`src/rtl/spi_regfile_peripheral.sv`:
```
// SPI mode-0 register-file peripheral: oversampled SPI pins, write frames into NUM_REGS x DATA_W registers.
// Optional read-back over cipo is built when SPI_READBACK_EN is defined.
module spi_regfile_peripheral #(
    parameter int NUM_REGS = 5,
    parameter int DATA_W   = 8,
    parameter int ADDR_W   = 7
) (
    input  logic                         clk,
    input  logic                         rst_n,
    input  logic                         sclk,
    input  logic                         ncs,
    input  logic                         copi,
    output logic                         cipo,
    output logic                         cipo_oe,
    output logic [NUM_REGS*DATA_W-1:0]   regs,
    output logic                         wr_strobe,
    output logic [ADDR_W-1:0]            wr_addr,
    output logic                         frame_err
);
    localparam int FRAME_W = 1 + ADDR_W + DATA_W;
    localparam int CNT_W   = $clog2(FRAME_W + 1);
    localparam logic [CNT_W-1:0]  LAST_CNT   = CNT_W'(FRAME_W - 1);
    localparam logic [ADDR_W:0]   NUM_REGS_L = (ADDR_W + 1)'(NUM_REGS);

    typedef enum logic [1:0] {
        ST_IDLE  = 2'd0,
        ST_SHIFT = 2'd1,
        ST_DONE  = 2'd2
    } state_t;

    logic [1:0]              ncs_sync_r;
    logic [1:0]              copi_sync_r;
    logic [2:0]              sclk_sync_r;
    logic                    ncs_s;
    logic                    copi_s;
    logic                    sclk_rise_s;

    state_t                  state_r;
    state_t                  state_nxt_s;
    logic [CNT_W-1:0]        cnt_r;
    logic [CNT_W-1:0]        cnt_nxt_s;
    logic [FRAME_W-2:0]      shreg_r;
    logic [FRAME_W-2:0]      shreg_nxt_s;
    logic [FRAME_W-1:0]      frame_s;
    logic                    commit_s;
    logic                    abort_s;
    logic [ADDR_W-1:0]       frame_addr_s;
    logic [DATA_W-1:0]       frame_data_s;
    logic                    do_write_s;

    logic [DATA_W-1:0]       reg_mem_r [NUM_REGS];
    logic                    wr_strobe_r;
    logic                    frame_err_r;
    logic [ADDR_W-1:0]       wr_addr_r;

    // Pin synchronisers; ncs resets to its inactive (high) level
    always_ff @(posedge clk or negedge rst_n) begin
        if (!rst_n) begin
            ncs_sync_r  <= 2'b11;
            copi_sync_r <= 2'b00;
            sclk_sync_r <= 3'b000;
        end else begin
            ncs_sync_r  <= {ncs_sync_r[0], ncs};
            copi_sync_r <= {copi_sync_r[0], copi};
            sclk_sync_r <= {sclk_sync_r[1:0], sclk};
        end
    end

    assign ncs_s       = ncs_sync_r[1];
    assign copi_s      = copi_sync_r[1];
    assign sclk_rise_s = sclk_sync_r[1] & ~sclk_sync_r[2];

    // Completing rise must use the incoming bit, so decode from the shifted view
    assign frame_s      = {shreg_r, copi_s};
    assign frame_addr_s = frame_s[FRAME_W-2 -: ADDR_W];
    assign frame_data_s = frame_s[DATA_W-1:0];
    assign do_write_s   = commit_s & frame_s[FRAME_W-1] & ({1'b0, frame_addr_s} < NUM_REGS_L);

    // Frame FSM next-state, bit counter and shift register
    always_comb begin
        state_nxt_s = state_r;
        cnt_nxt_s   = cnt_r;
        shreg_nxt_s = shreg_r;
        commit_s    = 1'b0;
        abort_s     = 1'b0;
        case (state_r)
            ST_IDLE: begin
                if (!ncs_s) begin
                    state_nxt_s = ST_SHIFT;
                    cnt_nxt_s   = '0;
                    shreg_nxt_s = '0;
                end else begin
                    state_nxt_s = ST_IDLE;
                end
            end
            ST_SHIFT: begin
                if (ncs_s) begin
                    state_nxt_s = ST_IDLE;
                    abort_s     = (cnt_r != '0);
                end else if (sclk_rise_s) begin
                    shreg_nxt_s = frame_s[FRAME_W-2:0];
                    cnt_nxt_s   = cnt_r + CNT_W'(1);
                    if (cnt_r == LAST_CNT) begin
                        state_nxt_s = ST_DONE;
                        commit_s    = 1'b1;
                    end else begin
                        state_nxt_s = ST_SHIFT;
                    end
                end else begin
                    state_nxt_s = ST_SHIFT;
                end
            end
            ST_DONE: begin
                if (ncs_s) begin
                    state_nxt_s = ST_IDLE;
                end else begin
                    state_nxt_s = ST_DONE;
                end
            end
            default: begin
                state_nxt_s = ST_IDLE;
            end
        endcase
    end

    // FSM state, counter and shift register
    always_ff @(posedge clk or negedge rst_n) begin
        if (!rst_n) begin
            state_r <= ST_IDLE;
            cnt_r   <= '0;
            shreg_r <= '0;
        end else begin
            state_r <= state_nxt_s;
            cnt_r   <= cnt_nxt_s;
            shreg_r <= shreg_nxt_s;
        end
    end

    // Register bank, write address and single-cycle status pulses
    always_ff @(posedge clk or negedge rst_n) begin
        if (!rst_n) begin
            for (int i = 0; i < NUM_REGS; i++) begin
                reg_mem_r[i] <= '0;
            end
            wr_addr_r   <= '0;
            wr_strobe_r <= 1'b0;
            frame_err_r <= 1'b0;
        end else begin
            for (int i = 0; i < NUM_REGS; i++) begin
                if (do_write_s && (frame_addr_s == ADDR_W'(i))) begin
                    reg_mem_r[i] <= frame_data_s;
                end
            end
            if (do_write_s) begin
                wr_addr_r <= frame_addr_s;
            end
            wr_strobe_r <= do_write_s;
            frame_err_r <= abort_s;
        end
    end

    for (genvar g = 0; g < NUM_REGS; g++) begin : g_flat
        assign regs[g*DATA_W +: DATA_W] = reg_mem_r[g];
    end

    assign wr_strobe = wr_strobe_r;
    assign frame_err = frame_err_r;
    assign wr_addr   = wr_addr_r;

`ifdef SPI_READBACK_EN
    localparam logic [CNT_W-1:0] ADDR_END_CNT = CNT_W'(ADDR_W);
    localparam logic [CNT_W-1:0] DATA_MSB_CNT = CNT_W'(ADDR_W + 2);

    logic                sclk_fall_s;
    logic [ADDR_W-1:0]   rd_addr_s;
    logic [DATA_W-1:0]   rd_data_s;
    logic                rd_load_s;
    logic                rd_shift_s;
    logic [DATA_W-1:0]   out_sh_r;
    logic                cipo_oe_r;

    assign sclk_fall_s = ~sclk_sync_r[1] & sclk_sync_r[2];
    assign rd_addr_s   = frame_s[ADDR_W-1:0];
    assign rd_load_s   = (state_r == ST_SHIFT) & ~ncs_s & sclk_rise_s &
                         (cnt_r == ADDR_END_CNT) & ~frame_s[ADDR_W];
    // The fall before the data-MSB rise must not shift, or the MSB is lost
    assign rd_shift_s  = (state_r == ST_SHIFT) & ~ncs_s & sclk_fall_s & (cnt_r >= DATA_MSB_CNT);

    // Read mux; out-of-range addresses return zero
    always_comb begin
        rd_data_s = '0;
        for (int i = 0; i < NUM_REGS; i++) begin
            rd_data_s = (rd_addr_s == ADDR_W'(i)) ? reg_mem_r[i] : rd_data_s;
        end
    end

    // Output shifter, held clear whenever the pad is not driven
    always_ff @(posedge clk or negedge rst_n) begin
        if (!rst_n) begin
            out_sh_r  <= '0;
            cipo_oe_r <= 1'b0;
        end else begin
            cipo_oe_r <= (state_nxt_s != ST_IDLE);
            if ((state_nxt_s == ST_IDLE) || (state_r == ST_IDLE)) begin
                out_sh_r <= '0;
            end else if (rd_load_s) begin
                out_sh_r <= rd_data_s;
            end else if (rd_shift_s) begin
                out_sh_r <= out_sh_r << 1;
            end else begin
                out_sh_r <= out_sh_r;
            end
        end
    end

    assign cipo    = out_sh_r[DATA_W-1];
    assign cipo_oe = cipo_oe_r;
`else
    assign cipo    = 1'b0;
    assign cipo_oe = 1'b0;
`endif

endmodule

```
`config.mk`:
```
export PLATFORM = sky130hd
export DESIGN_NAME = spi_regfile_peripheral
export DESIGN_NICKNAME = d
export VERILOG_FILES = /design/src/rtl/spi_regfile_peripheral.sv
export SDC_FILE = /design/constraint.sdc
export NUM_CORES = 1
export LEC_CHECK = 0
export BUFFER_PORTS_ARGS = -buffer_cell sky130_fd_sc_hd__buf_2
export CAP_MARGIN = 10
export CORE_UTILIZATION = 30
export DETAILED_ROUTE_END_ITERATION = 6
export PLACE_DENSITY = 0.53
export SYNTH_ARGS = -nofsm -noshare
export SYNTH_HDL_FRONTEND = slang
export SYNTH_SLANG_ARGS = --single-unit
```
`constraint.sdc`:
```
create_clock -name clk -period 5.75 [get_ports clk]
set_clock_uncertainty 0.15 [all_clocks]
set_input_delay 0.575 -clock clk [delete_from_list [all_inputs] [get_ports clk]]
set_output_delay 0.575 -clock clk [all_outputs]
set_load 0.02 [all_outputs]
```
==> key figures <==
Power
  • Power Dens Cells: 272.3 mW/mm^2
  • Leakage power: 1.924 nW
  • Worst ir drop on vdd: 0.0001079 V

Place
  • GPL Wtd Cong: 0.7202
  • Input/output buffers: 53
  • Post-Place Cells: 413
  • Hpwl dp: 3885 microns

Setup path
  • WP data arrival: 2740 ps
  • Critical Path, Cell by Cell: ha_1 > and3_1 > ha_1 > and3b_1 > nand4_4 > nor4b_4 > mux2_2
  • Crit Path Category: reg2reg
  • Critical Path End Type: flip-flop
  • Bufs and invs on worst path: 0
  • Data required, critical path: 5830 ps
  • Top Family by Delay on Critical Path: simple AND/OR/NAND/NOR gates
  • Critical Path Start Type: flip-flop
  • CP max-delay cell: nor4b_4
  • Top cell by count, worst path: ha_1
  • Slowest stage delay, CP: 670 ps
  • Crit-path max FO: 8
  • Reg2Reg Setup Slack: 3090 ps

Clocking
  • CTS Hold Bufs: 0
  • Clock Sinks: 78
  • TritonCTS Buffers: 9
  • Clk Latency, worst-skew pair: 340 ps
  • Post-CTS Setup Bufs: 0
  • CTS resizes: 0
  • H-tree depth: 3
  • Reg clk slew, reported paths: 80 ps
  • CTS tree: done
  • Clk buf depth: 2
  • Clock root buffer: clkbuf_8

Logic synthesis
  • Yosys Warn Count: 0
  • Share of flip-flops with an asynchronous set or reset: 100.0%
  • Top FF cell, synth: dfrtp_1
  • Post-synthesis mux area share: 15.15%
  • Sequential share of the synthesized area: 62.93%
  • Post-Synth XOR/XNOR Area: 0%
  • Synth Area in Compound Gates: 5.520%
  • Simple-gate portion of the synthesized area: 12.65%
  • Syn Std Cell Area: 0.003105 sq mm
  • Synth Area in Adders: 1.209%
  • Post-synth EDFFs: 0
  • Largest family of logic cells by synthesized area: multiplexers
  • Number of synthesized register bits: 78
  • Post-synth cell types: 32
  • Mapped Cells: 237
  • Mean area per synthesized cell: 13.10 sq um

Die
  • Initial Util: 31.34%
  • Die Width: 103.7 microns
  • Die ar.: 0.01076 sq mm
  • # IOs: 56
  • Core Box Area: 0.009910 sq mm
  • Row count: 36
  • Die Ht: 103.7 microns

GRT
  • Largest net degree at the start of global routing: 79
  • Total GRT Usage: 12.11%
  • Vias in the first global route: 1866
  • First-pass GRT wire length: 10110 microns
  • Initial antenna violation count: 0
  • GRT Residual Overflow: 0

Route
  • Via count: 1932
  • Final wirelength: 5982 microns
  • Drt wl/cell: 13.91 microns
  • Iter 0 DRT Violations: 118
  • Drt first pass iters: 4
  • Vias per cell: 4.493
  • ANT nets after route: 0
  • DRC: 0

Timing
  • Slew Limit Fails: 0
  • Fmax: 376.1 MHz
  • Setup_tns: 0 ps
  • Post-route minimum period: 2659 ps
  • Final hold vios: 0
  • Setup Viol. Count Final: 0
  • Relative slew slack: 35.52%
  • Final period utilization: 46.24%
  • Worst-margin pin slew: 967.1 ps
  • RSZ-0062 raised after global routing: false

Cells and area
  • Non-Filler Instances: 430
  • Layout cell share with drive strength beyond 1: 41.08%
  • Fill count: 1002
  • ANT cells: 0
  • Fin nets: 300
  • Area delta synth->final: 19.54%

Run
  • Max Cap Viol: 0

Hold path
  • HP Class: in2reg

Outcome
  • Status: finished clean
## metrics by stage
step                area [sq um]  setup WS (ps)  utilization [%]  hold slack [ps]  power (mW)
floorplan                   3109           3400                -            129.4      0.5950
global placement            3498           3093            35.30            183.5      0.6135
detailed placement          3498           3056            35.30            184.7      0.6141
CTS                         3697           3050            37.31            156.4       1.029
global route                3712           2961            37.46            148.8       1.058
finish                      3712           3091            37.46            178.0       1.011
## power by group
part,switching [mW],leakage [nW],internal (mW),total (mW)
Clock,0.197,0.102,0.211,0.408
Sequential,0.0106,1.07,0.557,0.568
Combinational,0.0257,0.756,0.00956,0.0352
## cells by family after synthesis
logic type | after synthesis
compound gates | 30
mux | 42
fa+ha+maj | 3
other cells | 1
flops | 78
buf+inv | 17
simple gates | 66
## Yosys cell counts, types with 2 or more instances
cell | number | area share [%]
a21oi_1 | 4 | 0.64
a2bb2oi_1 | 2 | 0.56
a31oi_1 | 2 | 0.40
and2_1 | 4 | 0.81
buf_2 | 3 | 0.48
buf_4 | 2 | 0.48
clkbuf_1 | 6 | 0.73
dfrtp_1 | 76 | 61
dfstp_2 | 2 | 1.7
ha_1 | 3 | 1.2
inv_1 | 5 | 0.60
mux2_2 | 40 | 15
mux2i_1 | 2 | 0.64
nand2_1 | 40 | 4.8
nor2_1 | 8 | 0.97
nor2b_1 | 2 | 0.40
nor4b_4 | 3 | 2.3
o21ai_0 | 19 | 3.1
## cells in the final DEF (no fill, tap or decap), drive strengths merged, types with 2 or more instances in the layout
cell	n
dfrtp	76
buf	55
nand2	40
mux2	40
o21ai	19
clkbuf	10
nor2	8
inv	5
a21oi	4
and2	4
clkinv	4
nor4b	3
ha	3
nor2b	2
a31oi	2
a2bb2oi	2
mux2i	2
conb	2
dfstp	2
nand4	2
## layout make-up
cell class / instances / area [sq um] / area share, %
repair buffers: 55 / 290.3 / 7.819
clock inverters: 6 / 61.31 / 1.652
inverters: 5 / 18.77 / 0.5056
clock buffers: 10 / 137.6 / 3.707
multi-input cells: 143 / 1084 / 29.19
well taps: 133 / 166.4 / 4.483
flip-flops and latches: 78 / 1954 / 52.65
## worst register-to-register path, delay by kind of cell, from the launching register on
family        cells  cell delay, ps
simple gates      4            1260
flops             1             410
fa+ha+maj         2             330
mux               1             410
## path summary, 6_finish.rpt
kind,from,end,cells past startpoint
max,cnt_r[0],regs[13],7
min,ncs,ncs_sync_r[0],1
max reg2reg,cnt_r[0],regs[13],7
min reg2reg,sclk_sync_r[0],sclk_sync_r[1],0
max in group asynchronous,rst_n,shreg_r[10],1
min in group asynchronous,rst_n,regs[6],1
## layer usage
layer / up-vias / GRT usage, % / part of all wire, %
met5: - / 0 / 0
met4: 0 / 5.510 / 1.9
met2: 40 / 17.50 / 46
li1: 914 / - / -
met1: 968 / 16.55 / 48
met3: 10 / 3.776 / 3.9
## state kept, by name (all words and copies together) (netlist names)
signal / cells
ncs_sync_r: 2
shreg_r: 15
sclk_sync_r: 3
wr_strobe: 1
frame_err: 1
state_r: 2
regs: 40
copi_sync_r: 2
cnt_r: 5
wr_addr: 7
Note: power is estimated with default switching activity, not from simulation.
